File: config.mk
export PLATFORM = sky130hd
export DESIGN_NAME = uart_core
export DESIGN_NICKNAME = d
export VERILOG_FILES = /design/src/rtl/uart_core.sv
export SDC_FILE = /design/constraint.sdc
export NUM_CORES = 1
export LEC_CHECK = 0
export ABC_CLOCK_PERIOD_IN_PS = 1800
export CELL_PAD_IN_SITES_DETAIL_PLACEMENT = 2
export CELL_PAD_IN_SITES_GLOBAL_PLACEMENT = 2
export CORE_AREA = 2 2 107 99
export CTS_BUF_LIST = sky130_fd_sc_hd__clkbuf_8
export CTS_CLUSTER_DIAMETER = 100
export DETAILED_ROUTE_END_ITERATION = 6
export DIE_AREA = 0 0 109 101
export GPL_TIMING_DRIVEN = 0
export PLACE_DENSITY = 0.82
export SLEW_MARGIN = 10
export SYNTH_ARGS = -nofsm -noshare
export SYNTH_HDL_FRONTEND = slang
export SYNTH_SLANG_ARGS = --single-unit
File: constraint.sdc
create_clock -name clk -period 1.8 [get_ports clk]
set_clock_uncertainty 0.15 [all_clocks]
set_input_delay 0.54 -clock clk [delete_from_list [all_inputs] [get_ports clk]]
set_output_delay 0.54 -clock clk [all_outputs]
set_load 0.02 [all_outputs]
File: src/rtl/uart_core.sv
// uart_core: parametrised full-duplex UART with majority-vote mid-bit
// sampling, a valid/ready transmit handshake and a held receive register.
//
// Ports:
//   clk        system clock, all logic on the rising edge
//   reset      synchronous active-low reset
//   rx         asynchronous serial input, idle high
//   tx         serial output, idle high
//   tx_data    word to transmit, latched on tx_valid & tx_ready
//   tx_valid   transmit request
//   tx_ready   transmitter idle and able to accept
//   rx_data    last received word
//   rx_valid   rx_data holds an unacknowledged word
//   rx_ack     consume rx_data
//   rx_perr    parity error of the held word
//   rx_ferr    framing error (first stop bit sampled 0) of the held word
//   rx_break   held word, parity and stop all 0
//   rx_overrun sticky: a word was overwritten before being acknowledged
module uart_core #(
  parameter int CLK_DIV   = 208,
  parameter int DATA_BITS = 8,
  parameter int PARITY    = 0,
  parameter int STOP_BITS = 1
) (
  input  logic                 clk,
  input  logic                 reset,
  input  logic                 rx,
  output logic                 tx,
  input  logic [DATA_BITS-1:0] tx_data,
  input  logic                 tx_valid,
  output logic                 tx_ready,
  output logic [DATA_BITS-1:0] rx_data,
  output logic                 rx_valid,
  input  logic                 rx_ack,
  output logic                 rx_perr,
  output logic                 rx_ferr,
  output logic                 rx_break,
  output logic                 rx_overrun
);

  localparam int CW = $clog2(CLK_DIV);
  localparam int IW = $clog2(DATA_BITS + 1);
  localparam logic [CW-1:0] CNT_ZERO  = {CW{1'b0}};
  localparam logic [CW-1:0] CNT_ONE   = CW'(1);
  localparam logic [CW-1:0] CNT_LAST  = CW'(CLK_DIV - 1);
  localparam logic [CW-1:0] CNT_HALF  = CW'(CLK_DIV / 2);
  localparam logic [IW-1:0] IDX_ZERO  = {IW{1'b0}};
  localparam logic [IW-1:0] IDX_ONE   = IW'(1);
  localparam logic [IW-1:0] DATA_LAST = IW'(DATA_BITS - 1);
  localparam logic [IW-1:0] STOP_LAST = IW'(STOP_BITS - 1);
  localparam logic          HAS_PAR   = (PARITY != 32'sd0);
  localparam logic          ODD_PAR   = (PARITY == 32'sd1);

  // Parity bit that completes d to the configured odd/even count.
  function automatic logic parity_bit(input logic [DATA_BITS-1:0] d);
    logic p;
    p = ^d;
    if (ODD_PAR) return ~p;
    else         return p;
  endfunction

  typedef enum logic [2:0] {TX_IDLE, TX_START, TX_DATA, TX_PAR, TX_STOP} tx_state_t;
  typedef enum logic [2:0] {RX_IDLE, RX_START, RX_DATA, RX_PAR, RX_STOP, RX_WAIT_HIGH} rx_state_t;

  // ---------------- transmitter ----------------
  tx_state_t            tx_state_r, tx_state_s;
  logic [CW-1:0]        tx_cnt_r, tx_cnt_s;
  logic [IW-1:0]        tx_idx_r, tx_idx_s;
  logic [DATA_BITS-1:0] tx_shift_r, tx_shift_s;
  logic                 tx_par_r, tx_par_s;
  logic                 tx_line_r, tx_line_s;
  logic                 tx_ready_r, tx_ready_s;
  logic                 tx_bit_end_s;

  assign tx_bit_end_s = (tx_cnt_r == CNT_LAST);

  // TX next-state: the line value for the coming bit is registered so tx is glitch-free.
  always_comb begin
    tx_state_s = tx_state_r;
    tx_cnt_s   = tx_cnt_r;
    tx_idx_s   = tx_idx_r;
    tx_shift_s = tx_shift_r;
    tx_par_s   = tx_par_r;
    tx_line_s  = tx_line_r;
    tx_ready_s = tx_ready_r;
    case (tx_state_r)
      TX_IDLE: begin
        if (tx_valid && tx_ready_r) begin
          tx_state_s = TX_START;
          tx_cnt_s   = CNT_ZERO;
          tx_idx_s   = IDX_ZERO;
          tx_shift_s = tx_data;
          tx_par_s   = parity_bit(tx_data);
          tx_line_s  = 1'b0;
          tx_ready_s = 1'b0;
        end else begin
          tx_cnt_s   = CNT_ZERO;
          tx_line_s  = 1'b1;
          tx_ready_s = 1'b1;
        end
      end
      TX_START: begin
        if (tx_bit_end_s) begin
          tx_state_s = TX_DATA;
          tx_cnt_s   = CNT_ZERO;
          tx_line_s  = tx_shift_r[0];
          tx_shift_s = {1'b0, tx_shift_r[DATA_BITS-1:1]};
        end else begin
          tx_cnt_s = tx_cnt_r + CNT_ONE;
        end
      end
      TX_DATA: begin
        if (tx_bit_end_s) begin
          tx_cnt_s = CNT_ZERO;
          if (tx_idx_r == DATA_LAST) begin
            tx_idx_s = IDX_ZERO;
            if (HAS_PAR) begin
              tx_state_s = TX_PAR;
              tx_line_s  = tx_par_r;
            end else begin
              tx_state_s = TX_STOP;
              tx_line_s  = 1'b1;
            end
          end else begin
            tx_idx_s   = tx_idx_r + IDX_ONE;
            tx_line_s  = tx_shift_r[0];
            tx_shift_s = {1'b0, tx_shift_r[DATA_BITS-1:1]};
          end
        end else begin
          tx_cnt_s = tx_cnt_r + CNT_ONE;
        end
      end
      TX_PAR: begin
        if (tx_bit_end_s) begin
          tx_state_s = TX_STOP;
          tx_cnt_s   = CNT_ZERO;
          tx_idx_s   = IDX_ZERO;
          tx_line_s  = 1'b1;
        end else begin
          tx_cnt_s = tx_cnt_r + CNT_ONE;
        end
      end
      TX_STOP: begin
        if (tx_bit_end_s) begin
          tx_cnt_s = CNT_ZERO;
          if (tx_idx_r == STOP_LAST) begin
            tx_state_s = TX_IDLE;
            tx_idx_s   = IDX_ZERO;
            tx_ready_s = 1'b1;
          end else begin
            tx_idx_s = tx_idx_r + IDX_ONE;
          end
        end else begin
          tx_cnt_s = tx_cnt_r + CNT_ONE;
        end
      end
      default: begin
        tx_state_s = TX_IDLE;
        tx_cnt_s   = CNT_ZERO;
        tx_idx_s   = IDX_ZERO;
        tx_line_s  = 1'b1;
        tx_ready_s = 1'b1;
      end
    endcase
  end

  // TX state and output registers.
  always_ff @(posedge clk) begin
    if (!reset) begin
      tx_state_r <= TX_IDLE;
      tx_cnt_r   <= CNT_ZERO;
      tx_idx_r   <= IDX_ZERO;
      tx_shift_r <= {DATA_BITS{1'b0}};
      tx_par_r   <= 1'b0;
      tx_line_r  <= 1'b1;
      tx_ready_r <= 1'b1;
    end else begin
      tx_state_r <= tx_state_s;
      tx_cnt_r   <= tx_cnt_s;
      tx_idx_r   <= tx_idx_s;
      tx_shift_r <= tx_shift_s;
      tx_par_r   <= tx_par_s;
      tx_line_r  <= tx_line_s;
      tx_ready_r <= tx_ready_s;
    end
  end

  assign tx       = tx_line_r;
  assign tx_ready = tx_ready_r;

  // ---------------- receiver ----------------
  logic                 rx_meta_r, rx_s_r, rx_d1_r, rx_d2_r;
  logic                 rx_maj_s;
  rx_state_t            rx_state_r, rx_state_s;
  logic [CW-1:0]        rx_cnt_r, rx_cnt_s;
  logic [IW-1:0]        rx_idx_r, rx_idx_s;
  logic [DATA_BITS-1:0] rx_shift_r, rx_shift_s;
  logic                 rx_pbit_r, rx_pbit_s;
  logic                 rx_load_s;
  logic [DATA_BITS-1:0] rx_data_r, rx_data_s;
  logic                 rx_valid_r, rx_valid_s;
  logic                 rx_perr_r, rx_perr_s;
  logic                 rx_ferr_r, rx_ferr_s;
  logic                 rx_break_r, rx_break_s;
  logic                 rx_overrun_r, rx_overrun_s;

  // 2-of-3 vote over the current and two previous synchronised samples.
  assign rx_maj_s = (rx_s_r & rx_d1_r) | (rx_s_r & rx_d2_r) | (rx_d1_r & rx_d2_r);

  // RX next-state plus the held-word update on the stop decision.
  always_comb begin
    rx_state_s   = rx_state_r;
    rx_cnt_s     = rx_cnt_r;
    rx_idx_s     = rx_idx_r;
    rx_shift_s   = rx_shift_r;
    rx_pbit_s    = rx_pbit_r;
    rx_load_s    = 1'b0;
    rx_data_s    = rx_data_r;
    rx_valid_s   = rx_valid_r;
    rx_perr_s    = rx_perr_r;
    rx_ferr_s    = rx_ferr_r;
    rx_break_s   = rx_break_r;
    rx_overrun_s = rx_overrun_r;
    case (rx_state_r)
      RX_IDLE: begin
        // Counter starts at 1 so it equals the offset from t0 during START.
        if (!rx_s_r) begin
          rx_state_s = RX_START;
          rx_cnt_s   = CNT_ONE;
        end else begin
          rx_cnt_s = CNT_ZERO;
        end
      end
      RX_START: begin
        if (rx_cnt_r == CNT_HALF) begin
          rx_cnt_s = CNT_ZERO;
          rx_idx_s = IDX_ZERO;
          if (rx_maj_s) rx_state_s = RX_IDLE;
          else          rx_state_s = RX_DATA;
        end else begin
          rx_cnt_s = rx_cnt_r + CNT_ONE;
        end
      end
      RX_DATA: begin
        if (rx_cnt_r == CNT_LAST) begin
          rx_cnt_s   = CNT_ZERO;
          rx_shift_s = {rx_maj_s, rx_shift_r[DATA_BITS-1:1]};
          if (rx_idx_r == DATA_LAST) begin
            rx_idx_s = IDX_ZERO;
            if (HAS_PAR) rx_state_s = RX_PAR;
            else         rx_state_s = RX_STOP;
          end else begin
            rx_idx_s = rx_idx_r + IDX_ONE;
          end
        end else begin
          rx_cnt_s = rx_cnt_r + CNT_ONE;
        end
      end
      RX_PAR: begin
        if (rx_cnt_r == CNT_LAST) begin
          rx_cnt_s   = CNT_ZERO;
          rx_pbit_s  = rx_maj_s;
          rx_state_s = RX_STOP;
        end else begin
          rx_cnt_s = rx_cnt_r + CNT_ONE;
        end
      end
      RX_STOP: begin
        if (rx_cnt_r == CNT_LAST) begin
          rx_cnt_s  = CNT_ZERO;
          rx_load_s = 1'b1;
          if (rx_maj_s) rx_state_s = RX_IDLE;
          else          rx_state_s = RX_WAIT_HIGH;
        end else begin
          rx_cnt_s = rx_cnt_r + CNT_ONE;
        end
      end
      RX_WAIT_HIGH: begin
        // A held-low line must return high before a new start is accepted.
        if (rx_s_r) rx_state_s = RX_IDLE;
        else        rx_state_s = RX_WAIT_HIGH;
      end
      default: begin
        rx_state_s = RX_IDLE;
        rx_cnt_s   = CNT_ZERO;
        rx_idx_s   = IDX_ZERO;
      end
    endcase

    if (rx_load_s) begin
      rx_data_s    = rx_shift_r;
      rx_valid_s   = 1'b1;
      rx_perr_s    = HAS_PAR && (parity_bit(rx_shift_r) != rx_pbit_r);
      rx_ferr_s    = ~rx_maj_s;
      rx_break_s   = ~rx_maj_s && (rx_shift_r == {DATA_BITS{1'b0}}) && (!HAS_PAR || !rx_pbit_r);
      // An ack coinciding with the load consumes the old word, so no overrun.
      rx_overrun_s = rx_valid_r && !rx_ack;
    end else if (rx_ack && rx_valid_r) begin
      rx_valid_s   = 1'b0;
      rx_overrun_s = 1'b0;
    end else begin
      rx_valid_s   = rx_valid_r;
    end
  end

  // RX synchroniser, vote history, FSM and held-word registers.
  always_ff @(posedge clk) begin
    if (!reset) begin
      rx_meta_r    <= 1'b1;
      rx_s_r       <= 1'b1;
      rx_d1_r      <= 1'b1;
      rx_d2_r      <= 1'b1;
      rx_state_r   <= RX_IDLE;
      rx_cnt_r     <= CNT_ZERO;
      rx_idx_r     <= IDX_ZERO;
      rx_shift_r   <= {DATA_BITS{1'b0}};
      rx_pbit_r    <= 1'b0;
      rx_data_r    <= {DATA_BITS{1'b0}};
      rx_valid_r   <= 1'b0;
      rx_perr_r    <= 1'b0;
      rx_ferr_r    <= 1'b0;
      rx_break_r   <= 1'b0;
      rx_overrun_r <= 1'b0;
    end else begin
      rx_meta_r    <= rx;
      rx_s_r       <= rx_meta_r;
      rx_d1_r      <= rx_s_r;
      rx_d2_r      <= rx_d1_r;
      rx_state_r   <= rx_state_s;
      rx_cnt_r     <= rx_cnt_s;
      rx_idx_r     <= rx_idx_s;
      rx_shift_r   <= rx_shift_s;
      rx_pbit_r    <= rx_pbit_s;
      rx_data_r    <= rx_data_s;
      rx_valid_r   <= rx_valid_s;
      rx_perr_r    <= rx_perr_s;
      rx_ferr_r    <= rx_ferr_s;
      rx_break_r   <= rx_break_s;
      rx_overrun_r <= rx_overrun_s;
    end
  end

  assign rx_data    = rx_data_r;
  assign rx_valid   = rx_valid_r;
  assign rx_perr    = rx_perr_r;
  assign rx_ferr    = rx_ferr_r;
  assign rx_break   = rx_break_r;
  assign rx_overrun = rx_overrun_r;

endmodule

### After elaboration in Yosys (flattened, before gate mapping)

Index checks and enable logic that the tools add are counted.

* $add $sub $neg: 4
* equality and inequality tests: 28
* mux-type cells: 52
* bitwise logic cells: 12
* reduce and logical (&&, ||, !) cells: 24

Operators by type and width (number)
* $mux W8: 6
* $mux W3: 15
* $mux W4: 9
* $pmux W8 S4: 1
* $ne A2 B2 Y1 const B: 14
* $pmux W8 S3: 1
* $pmux W4 S5: 1
* $pmux W3 S6: 1
* $add A8 B1 Y8 const B: 2
* $eq A8 B8 Y1 const B: 2
* $pmux W3 S5: 1
* $mux W1: 13
* $eq A3 B2 Y1 const B: 4
* $pmux W4 S3: 1
* $reduce_and A5 Y1: 2
* $eq A3 B3 Y1 const B: 3
* $reduce_or A3 Y1: 3
* $add A4 B1 Y4 const B: 2
* $eq A4 B3 Y1 const B: 2
* $eq A8 B7 Y1 const B: 1
* $logic_not A8 Y1: 1
* $reduce_or A4 Y1: 2
* $not A1 Y1: 7
* $reduce_and A7 Y1: 1
* other kinds (16): 25

* flip-flop bits (word level): 64
* output and inout port bits: 15

### Longest topological paths before layout

Gate-level depths: netlist (run 1).

* depth after elaboration: 6
* depth in mapped cells: 7
* depth with buffers taken out: 6

### Worst setup path after synthesis (run 1)

OpenSTA, ideal clock, no wires.

* path type: register to register
* from: register tx_idx_r[0]
* to: register tx_shift_r[0]
* library setup time: 143 ps
* data arrival time: 1561 ps
* required time: 1507 ps
* path slack: -54 ps
* stages on the path, launching flop included: 6
* cell sequence: dfxtp_1 -> ha_1 -> and4b_1 -> a2111o_1 -> nor2_1 -> a311oi_1

* cells in the longest elaborated chain, start to end: 3

Ends and longest elaborated chain
* from (decl): RTL line 68 `logic [IW-1:0] tx_idx_r, tx_idx_s;`
* from (signal assigned): RTL line 180 `tx_idx_r <= tx_idx_s;`
* $eq A4 B3 Y1: RTL line 115 `if (tx_idx_r == DATA_LAST) begin`
* $ne A2 B2 Y1 (no line)
* $reduce_and A5 Y1 (no line)
* to (signal assigned): RTL line 173 `tx_shift_r <= {DATA_BITS{1'b0}};`
* to (signal assigned): RTL line 181 `tx_shift_r <= tx_shift_s;`
* to (decl): RTL line 69 `logic [DATA_BITS-1:0] tx_shift_r, tx_shift_s;`

No other way between the ends.
A chain may end at the register's enable or synchronous reset.

### Worst setup path in the final report (run 1)

* from: register tx_idx_r[1]
* to: register tx_shift_r[5]

Same word-level chain as after synthesis.

==> summary.txt, run 1 <==
Critical path
  – Critical path launch point type: flop
  – Arrival time of data at the critical path endpoint: 2.21 ns
  – Critical-path maximum fanout: 8
  – Critical path required time: 1.92 ns
  – CP Capture Type: flop
  – Type of the worst setup path: reg2reg

Yosys
  – Sequential share of the synthesized area: 40.3%
  – Cells after Synth: 374
  – Async set-reset flop share out of synthesis: 0%
  – Mean instance size in the synthesized netlist: 8.51 um^2
  – Seq cells post-synth: 64
  – Number of warnings reported in the yosys synthesis log: 0
  – Post-synth design cell area: 3180 um^2
  – Post-Synthesis Net Count: 393
  – Synth cell types: 64
  – EDFF count, synth: 0
  – Top_reg_cell synth: sky130_fd_sc_hd__dfxtp_1

Route
  – Total via count in the routed design: 3,414
  – Wirelength, routed: between 15,000 and 20,000 um
  – Via-per-instance ratio: slightly below 6
  – Routed length per instance: 27.0 um
  – Post-route DRC violation count: 0
  – Iter 0 DRT Violations: 188
  – Detail Route Antenna Nets: 0
  – Detailed-router iteration count before antenna repair: 4

Global routing
  – Maximum number of pins on one net before global-route repair: 13
  – All-Layer GR Usage: 24.6%
  – Vias in the first global route: around 3,600
  – Antenna violations before repair: 0
  – Total grt overflow: 0
  – Global-route wire length before repair: approximately 21,000 um

Cells and area
  – Seq. cell area: between 1000 and 1500 um^2
  – Final std cells w/o fill: 573
  – Proportion of layout cells with a drive suffix above 1: between 30% and 40%
  – Post-synthesis to final-layout area growth: 42.0%
  – Multi-input gate area in the final layout: 2190 um^2
  – Final std cell area, no fill: 4520 um^2
  – Fillcell total: 1,027
  – ANT cells: 0
  – Final nets: 458

Clock tree
  – Number of buffers created by CTS: 9
  – H-tree depth: 3
  – Root cell of the clock tree: sky130_fd_sc_hd__clkbuf_8
  – Clock transition at path regs: 0.09 ns
  – Number of clock sinks: 64
  – CTS Buffer Depth: 2
  – Clock insertion delay at the later pin of the skew report: 0.38 ns
  – TritonCTS clock tree: done

Die
  – I/O pin total: 28
  – Starting utilization of the core area: 32.0%
  – Height of the die: 101 um
  – Die Span X: 109 um
  – Die Area: 11,000 um^2
  – # rows: 35
  – Placeable core region: 9940 um^2

Power
  – Worst IR drop on VDD: 0.652 mV
  – Power Density: 1350 nW/um^2
  – Total power draw: 6.09 mW
  – Leakage power of the design: between 1.5 and 2 nW

STA
  – Tmin final: between 2 and 2.5 ns
  – Period Utilization, post-route: 116%
  – Setup TNS Final: -2.77 ns
  – Fin worst setup slack: -0.291 ns
  – Final setup vio count: 19
  – Final Max Tran Viols: 0
  – Worst hold slack: about 0.32 ns
  – Slew HR: 52.7%
  – RSZ-0062 raised after global routing: true
  – Peak Freq: 0.478 GHz
  – Worst Tran Pin Value: ~0.71 ns
  – Endpoints failing hold: 0

Flow run
  – Number of max-capacitance violations reported: 0

Placed design
  – Number of port buffers: 26
  – Sum of net half-perimeters after detailed placement: about 7000 um
  – Dpl cell area: 3610 um^2
  – Routability congestion estimate from global placement: ~0.81
  – Number of placed instances, taps included: 529

Worst hold path
  – Worst min-delay path category: reg2reg

Status
  – Result of the run: finished with violations
  – Failing checks: negative setup slack
==> worst max-delay path, cell delays in order (launching register included) <==
cell	delay, ns
sky130_fd_sc_hd__dfxtp_4	0.37
sky130_fd_sc_hd__ha_4	0.17
sky130_fd_sc_hd__and4b_2	0.26
sky130_fd_sc_hd__buf_6	0.13
sky130_fd_sc_hd__a2111oi_4	0.27
sky130_fd_sc_hd__buf_6	0.21
sky130_fd_sc_hd__a21oi_1	0.10
sky130_fd_sc_hd__a311oi_1	0.31
==> report_power, final <==
group          leakage (nW)  internal (mW)  switching (mW)  total [mW]
clock                0.0952          0.639           0.695        1.33
combinational          1.05           1.18            1.75        2.93
sequential            0.528           1.60           0.217        1.82
total                  1.68           3.42            2.66        6.09
==> synth_stat cells (3+ instances only) <==
cell / number / area share [%]
sky130_fd_sc_hd__a211oi_1: 8 / 1.9
sky130_fd_sc_hd__a21oi_1: 32 / 5.0
sky130_fd_sc_hd__a311oi_1: 8 / 2.2
sky130_fd_sc_hd__a31oi_1: 3 / 0.59
sky130_fd_sc_hd__and2_1: 3 / 0.59
sky130_fd_sc_hd__and3_1: 7 / 1.4
sky130_fd_sc_hd__buf_2: 5 / 0.79
sky130_fd_sc_hd__buf_4: 3 / 0.71
sky130_fd_sc_hd__clkbuf_1: 12 / 1.4
sky130_fd_sc_hd__dfxtp_1: 64 / 40
sky130_fd_sc_hd__ha_1: 6 / 2.4
sky130_fd_sc_hd__inv_1: 5 / 0.59
sky130_fd_sc_hd__mux2i_1: 10 / 3.1
sky130_fd_sc_hd__nand2_1: 56 / 6.6
sky130_fd_sc_hd__nand2b_1: 7 / 1.4
sky130_fd_sc_hd__nand3_1: 12 / 1.9
sky130_fd_sc_hd__nand3b_1: 3 / 0.71
sky130_fd_sc_hd__nand4_1: 3 / 0.59
sky130_fd_sc_hd__nor2_1: 24 / 2.8
sky130_fd_sc_hd__nor3_1: 6 / 0.94
sky130_fd_sc_hd__nor3b_1: 5 / 1.2
sky130_fd_sc_hd__nor4_1: 7 / 1.4
sky130_fd_sc_hd__o21a_1: 5 / 1.2
sky130_fd_sc_hd__o21ai_0: 21 / 3.3
sky130_fd_sc_hd__o221ai_1: 5 / 1.4
sky130_fd_sc_hd__o22ai_1: 3 / 0.59
sky130_fd_sc_hd__xnor2_1: 4 / 1.1
sky130_fd_sc_hd__xor2_1: 3 / 0.83
==> metrics by stage <==
step | utilization (%) | setup WS [ns]
finish | 45.5 | -0.291
global route | 45.5 | -0.274
CTS | 41.9 | -0.0640
detailed placement | 36.3 | -0.785
global placement | 36.3 | -0.686
floorplan | - | 0.0203
==> repair_timing <==
action	CTS	global route
endpoints found under the setup margin	73	60
hold buffers	0	0
setup buffers	17	14
pin swaps	10	18
resized for setup	91	84
==> cell families after synthesis <==
logic type,Yosys count,share of synthesized area [%]
xor gates and xnor gates,7,1.93
other,1,0.118
adders and majority gates,7,2.67
muxes,10,3.14
buffers and inverters,27,3.77
AOI/OAI and AO/OA,106,23.2
and+or+nand+nor,152,25.0
DFF,64,40.3
==> area by class of cell <==
type                       instances  area share [%]
buffer                            18            3.02
tap                              129            3.57
clock inverter                     7            1.61
sequential                        64            29.3
inverter                           6           0.554
multi-input combinational        283            48.4
clock buffer                       9            2.74
timing repair buffer              57            10.9
==> per-layer routing <==
metal,up-vias,track usage [%],wire length [um],part of all wire [%]
met5,-,0,0,0
met4,0,9.96,595,3.8
met3,44,5.37,598,3.9
met2,114,42.0,7690,50
met1,1747,29.8,6590,43
li1,1509,-,-,-
==> final timing paths <==
check / from / to / slack (ns) / cells past startpoint
hold reg to reg: tx_cnt_r[0]$_SDFF_PP0_ / tx_cnt_r[0]$_SDFF_PP0_ / 0.32 / 1
hold / removal: tx_cnt_r[0]$_SDFF_PP0_ / tx_cnt_r[0]$_SDFF_PP0_ / 0.32 / 1
setup / recovery: tx_idx_r[1]$_SDFFE_PN0P_ / tx_shift_r[5]$_SDFFE_PN0P_ / -0.29 / 7
setup reg to reg: tx_idx_r[1]$_SDFFE_PN0P_ / tx_shift_r[5]$_SDFFE_PN0P_ / -0.29 / 7
==> registers in the layout, indices dropped and copies added (netlist names), 3 cells and up <==
register    count
rx_cnt_r        8
rx_data         8
rx_idx_r        4
rx_shift_r      8
tx_idx_r        4
rx_state_r      3
tx_cnt_r        8
tx_state_r      3
tx_shift_r      8
==> cells in the final DEF, fill, tap and decap left out, types with 5 or more instances in the layout <==
cell                              instances
sky130_fd_sc_hd__dfxtp_2                  6
sky130_fd_sc_hd__nand2b_1                 6
sky130_fd_sc_hd__dlygate4sd2_1           11
sky130_fd_sc_hd__a311oi_1                 6
sky130_fd_sc_hd__mux2i_1                  9
sky130_fd_sc_hd__o21a_1                   5
sky130_fd_sc_hd__dfxtp_4                  9
sky130_fd_sc_hd__nor4_1                   6
sky130_fd_sc_hd__clkbuf_2                 5
sky130_fd_sc_hd__a21oi_2                  5
sky130_fd_sc_hd__o221ai_1                 5
sky130_fd_sc_hd__buf_4                   32
sky130_fd_sc_hd__dfxtp_1                 49
sky130_fd_sc_hd__o21ai_0                 17
sky130_fd_sc_hd__clkdlybuf4s50_1         10
sky130_fd_sc_hd__nand2_1                 54
sky130_fd_sc_hd__nand3_1                  9
sky130_fd_sc_hd__buf_6                    9
sky130_fd_sc_hd__nor2_1                  22
sky130_fd_sc_hd__a21oi_1                 26
sky130_fd_sc_hd__clkbuf_8                 9
Power figures use the tool's default switching activity.
==> run 2, diff against run 1 <==
--- a/config.mk
+++ b/config.mk
@@ -15,6 +15,7 @@
 export DIE_AREA = 0 0 109 101
 export GPL_TIMING_DRIVEN = 0
 export PLACE_DENSITY = 0.82
+export SETUP_SLACK_MARGIN = 0.2
 export SLEW_MARGIN = 10
 export SYNTH_ARGS = -nofsm -noshare
 export SYNTH_HDL_FRONTEND = slang
==> run 2 against run 1 <==
  * The run still ends with negative setup slack left
  * Sequential share of layout area fell by 3.8 points
  * Final cell count rose by 5.2%
  * Wire length rose by 19%
  * Combinational power rose by 11%
  * First-iteration DRC count fell by 5.9%
  * Clock power fell by 3%
  * Core utilization rose by 7.8 points
  * Critical path depth fell by 1
  * Non-clock buffer count rose by 30
  * Global-route usage rose by 2.3 points
  * Critical path type unchanged
  * Critical endpoint is now tx_shift_r[2]$_SDFFE_PN0P_
  * Largest cell class unchanged
  * Largest power group unchanged
==> summary.txt, run 2 (synthesized netlist as in run 1, its figures left out) <==
Critical path
  – Buffers and inverters on the worst path: 2
  – Cell with the biggest individual delay on the critical path: sky130_fd_sc_hd__dfxtp_4
  – Critical path required time: 1.89 ns
  – CP Capture Type: flop
  – Critical-path maximum fanout: 10
  – Worst path max stage delay: 0.39 ns
  – Cell class contributing the biggest share of worst-path delay: compound AO/OA/AOI/OAI gates
  – Arrival time of data at the critical path endpoint: roughly 2.2 ns
  – Critical path launch point type: flop
  – Type of the worst setup path: reg2reg
  – Crit path top cell by count: sky130_fd_sc_hd__buf_4
  – Worst-path cell chain: buf_4 > xnor2_4 > buf_4 > a211oi_4 > nor2_4 > a311oi_1

Cells and area
  – Final core area utilization: 53.3%
  – Proportion of layout cells with a drive suffix above 1: a little under three fifths
  – Leading cell type in the layout, fill and taps excluded: sky130_fd_sc_hd__buf_4
  – ANT cells: 0
  – Most used cells in the layout excluding fill and tap cells: 52 x sky130_fd_sc_hd__buf_4, 36 x sky130_fd_sc_hd__nand2_1, 36 x sky130_fd_sc_hd__dfxtp_1
  – Final nets: 488
  – Fillcell total: 988
  – Post-synthesis to final-layout area growth: 66.4%

Global routing
  – Global-route wire length before repair: 22,300 um
  – Total grt overflow: 0
  – Most used routing layer in global routing: met2
  – Antenna violations before repair: 0
  – Global Route met3 Usage: 5.17%
  – All-Layer GR Usage: 26.9%
  – Global routing usage on met1: approximately 30%
  – Vias in the first global route: 3,889
  – Maximum number of pins on one net before global-route repair: 12
  – Met2 demand-to-capacity share in global routing: 50.3%

STA
  – Peak Freq: 0.482 GHz
  – Worst Tran Pin Value: 0.850 ns
  – Fin worst setup slack: -0.274 ns
  – Tmin final: 2.07 ns
  – Final setup vio count: 31
  – Period Utilization, post-route: 115%
  – Slew HR: 43.3%
  – RSZ-0062 raised after global routing: true
  – Final Max Tran Viols: 0
  – Setup TNS Final: -2.46 ns
  – Endpoints failing hold: 0

Power
  – Leakage power of the design: roughly 2 nW
  – Net Sw Frac: between 40 and 50%
  – Internal power of the cells: 3.49 mW
  – Part of the power in registers: 28.9%
  – Sw power: 2.88 mW
  – Worst IR drop on VDD: 0.999 mV
  – Power Density: 1200 nW/um^2
  – Portion of total power attributed to combinational logic: 50.9%
  – Clock network fraction of total power: 20.2%

Route
  – Iter 0 DRT Violations: 177
  – Routed length per instance: roughly 30 um
  – Wirelength, routed: 18,400 um
  – Total via count in the routed design: ~3,700
  – Post-route DRC violation count: 0
  – Detailed-router iteration count before antenna repair: 4
  – Detail Route Antenna Nets: 0
  – Via-per-instance ratio: slightly above 6

Die
  – Height of the die: 101 um
  – Placeable core region: 9940 um^2
  – Die Area: between 10,000 and 15,000 um^2
  – I/O pin total: 28
  – Starting utilization of the core area: about a third
  – # rows: 35
  – Die Span X: 109 um

Clock tree
  – Quantity of hold-fixing buffers added after cts: 0
  – Clock insertion delay at the later pin of the skew report: 0.38 ns
  – H-tree depth: 3
  – Root cell of the clock tree: sky130_fd_sc_hd__clkbuf_8
  – Number of clock sinks: 64
  – TritonCTS clock tree: done
  – Clock transition at path regs: ~0.090 ns
  – Number of buffers created by CTS: 9
  – CTS Buffer Depth: 2

Worst hold path
  – Worst min-delay path category: reg2reg

Flow run
  – Number of max-capacitance violations reported: 0

Placed design
  – Routability congestion estimate from global placement: 0.777
  – Sum of net half-perimeters after detailed placement: 7060 um
  – Number of port buffers: 26

Status
  – Failing checks: negative setup slack
  – Result of the run: finished with violations
-- run 2: repair_timing --
action                                  in CTS  in global routing
resized for setup                          175                137
pin swaps                                   21                 59
buffers inserted                            31                 25
gates cloned                                 2                  0
endpoints found under the setup margin      74                 66
-- run 2: final cells by class --
cell class	count	area (um^2)	area share (%)
multi-input cells	283	2580	48.7
well taps	129	161	3.05
flip-flops and latches	64	1350	25.5
clock buffers	11	151	2.86
inverters	6	27.5	0.520
repair buffers	84	788	14.9
plain buffers	21	209	3.95
clock inverters	5	31.3	0.591
-- run 2: worst paths after layout --
path,start,endpoint,slack (ns),cells after the start
worst min-delay path,rx_meta_r$_SDFF_PN1_,rx_s_r$_SDFF_PN1_,0.31,1
worst min register to register,rx_meta_r$_SDFF_PN1_,rx_s_r$_SDFF_PN1_,0.31,1
worst max-delay path,tx_state_r[1]$_SDFFE_PN0P_,tx_shift_r[2]$_SDFFE_PN0P_,-0.27,6
worst max register to register,tx_state_r[1]$_SDFFE_PN0P_,tx_shift_r[2]$_SDFFE_PN0P_,-0.27,6
-- run 2: per-layer routing --
layer | share of wire, % | vias to the layer above
li1 | - | 1569
met1 | 36 | 1856
met2 | 52 | 139
met3 | 4.4 | 96
met4 | 7.6 | 0
met5 | 0 | -
-- run 2: power by group through the flow --
stage	Clock (mW)	Combinational [mW]	Sequential, mW
finish	1.29	3.24	1.84
global route	1.35	3.39	1.85
global placement	0	1.74	1.79
CTS	1.20	2.29	1.77
floorplan	0	1.32	1.78
detailed placement	0	1.80	1.80
-- run 2: stage by stage --
step	cells	hold slack (ns)	cell area (um^2)	power (mW)	worst slack, ns
3_3_place_gp	529	0.251	3760	3.53	-0.721
6_report	603	0.307	5300	6.38	-0.274
3_5_place_dp	529	0.257	3760	3.60	-0.784
4_1_cts	578	0.279	4610	5.27	-0.0210
2_1_floorplan	374	0.236	3340	3.10	0.164
5_1_grt	603	0.319	5300	6.59	-0.265
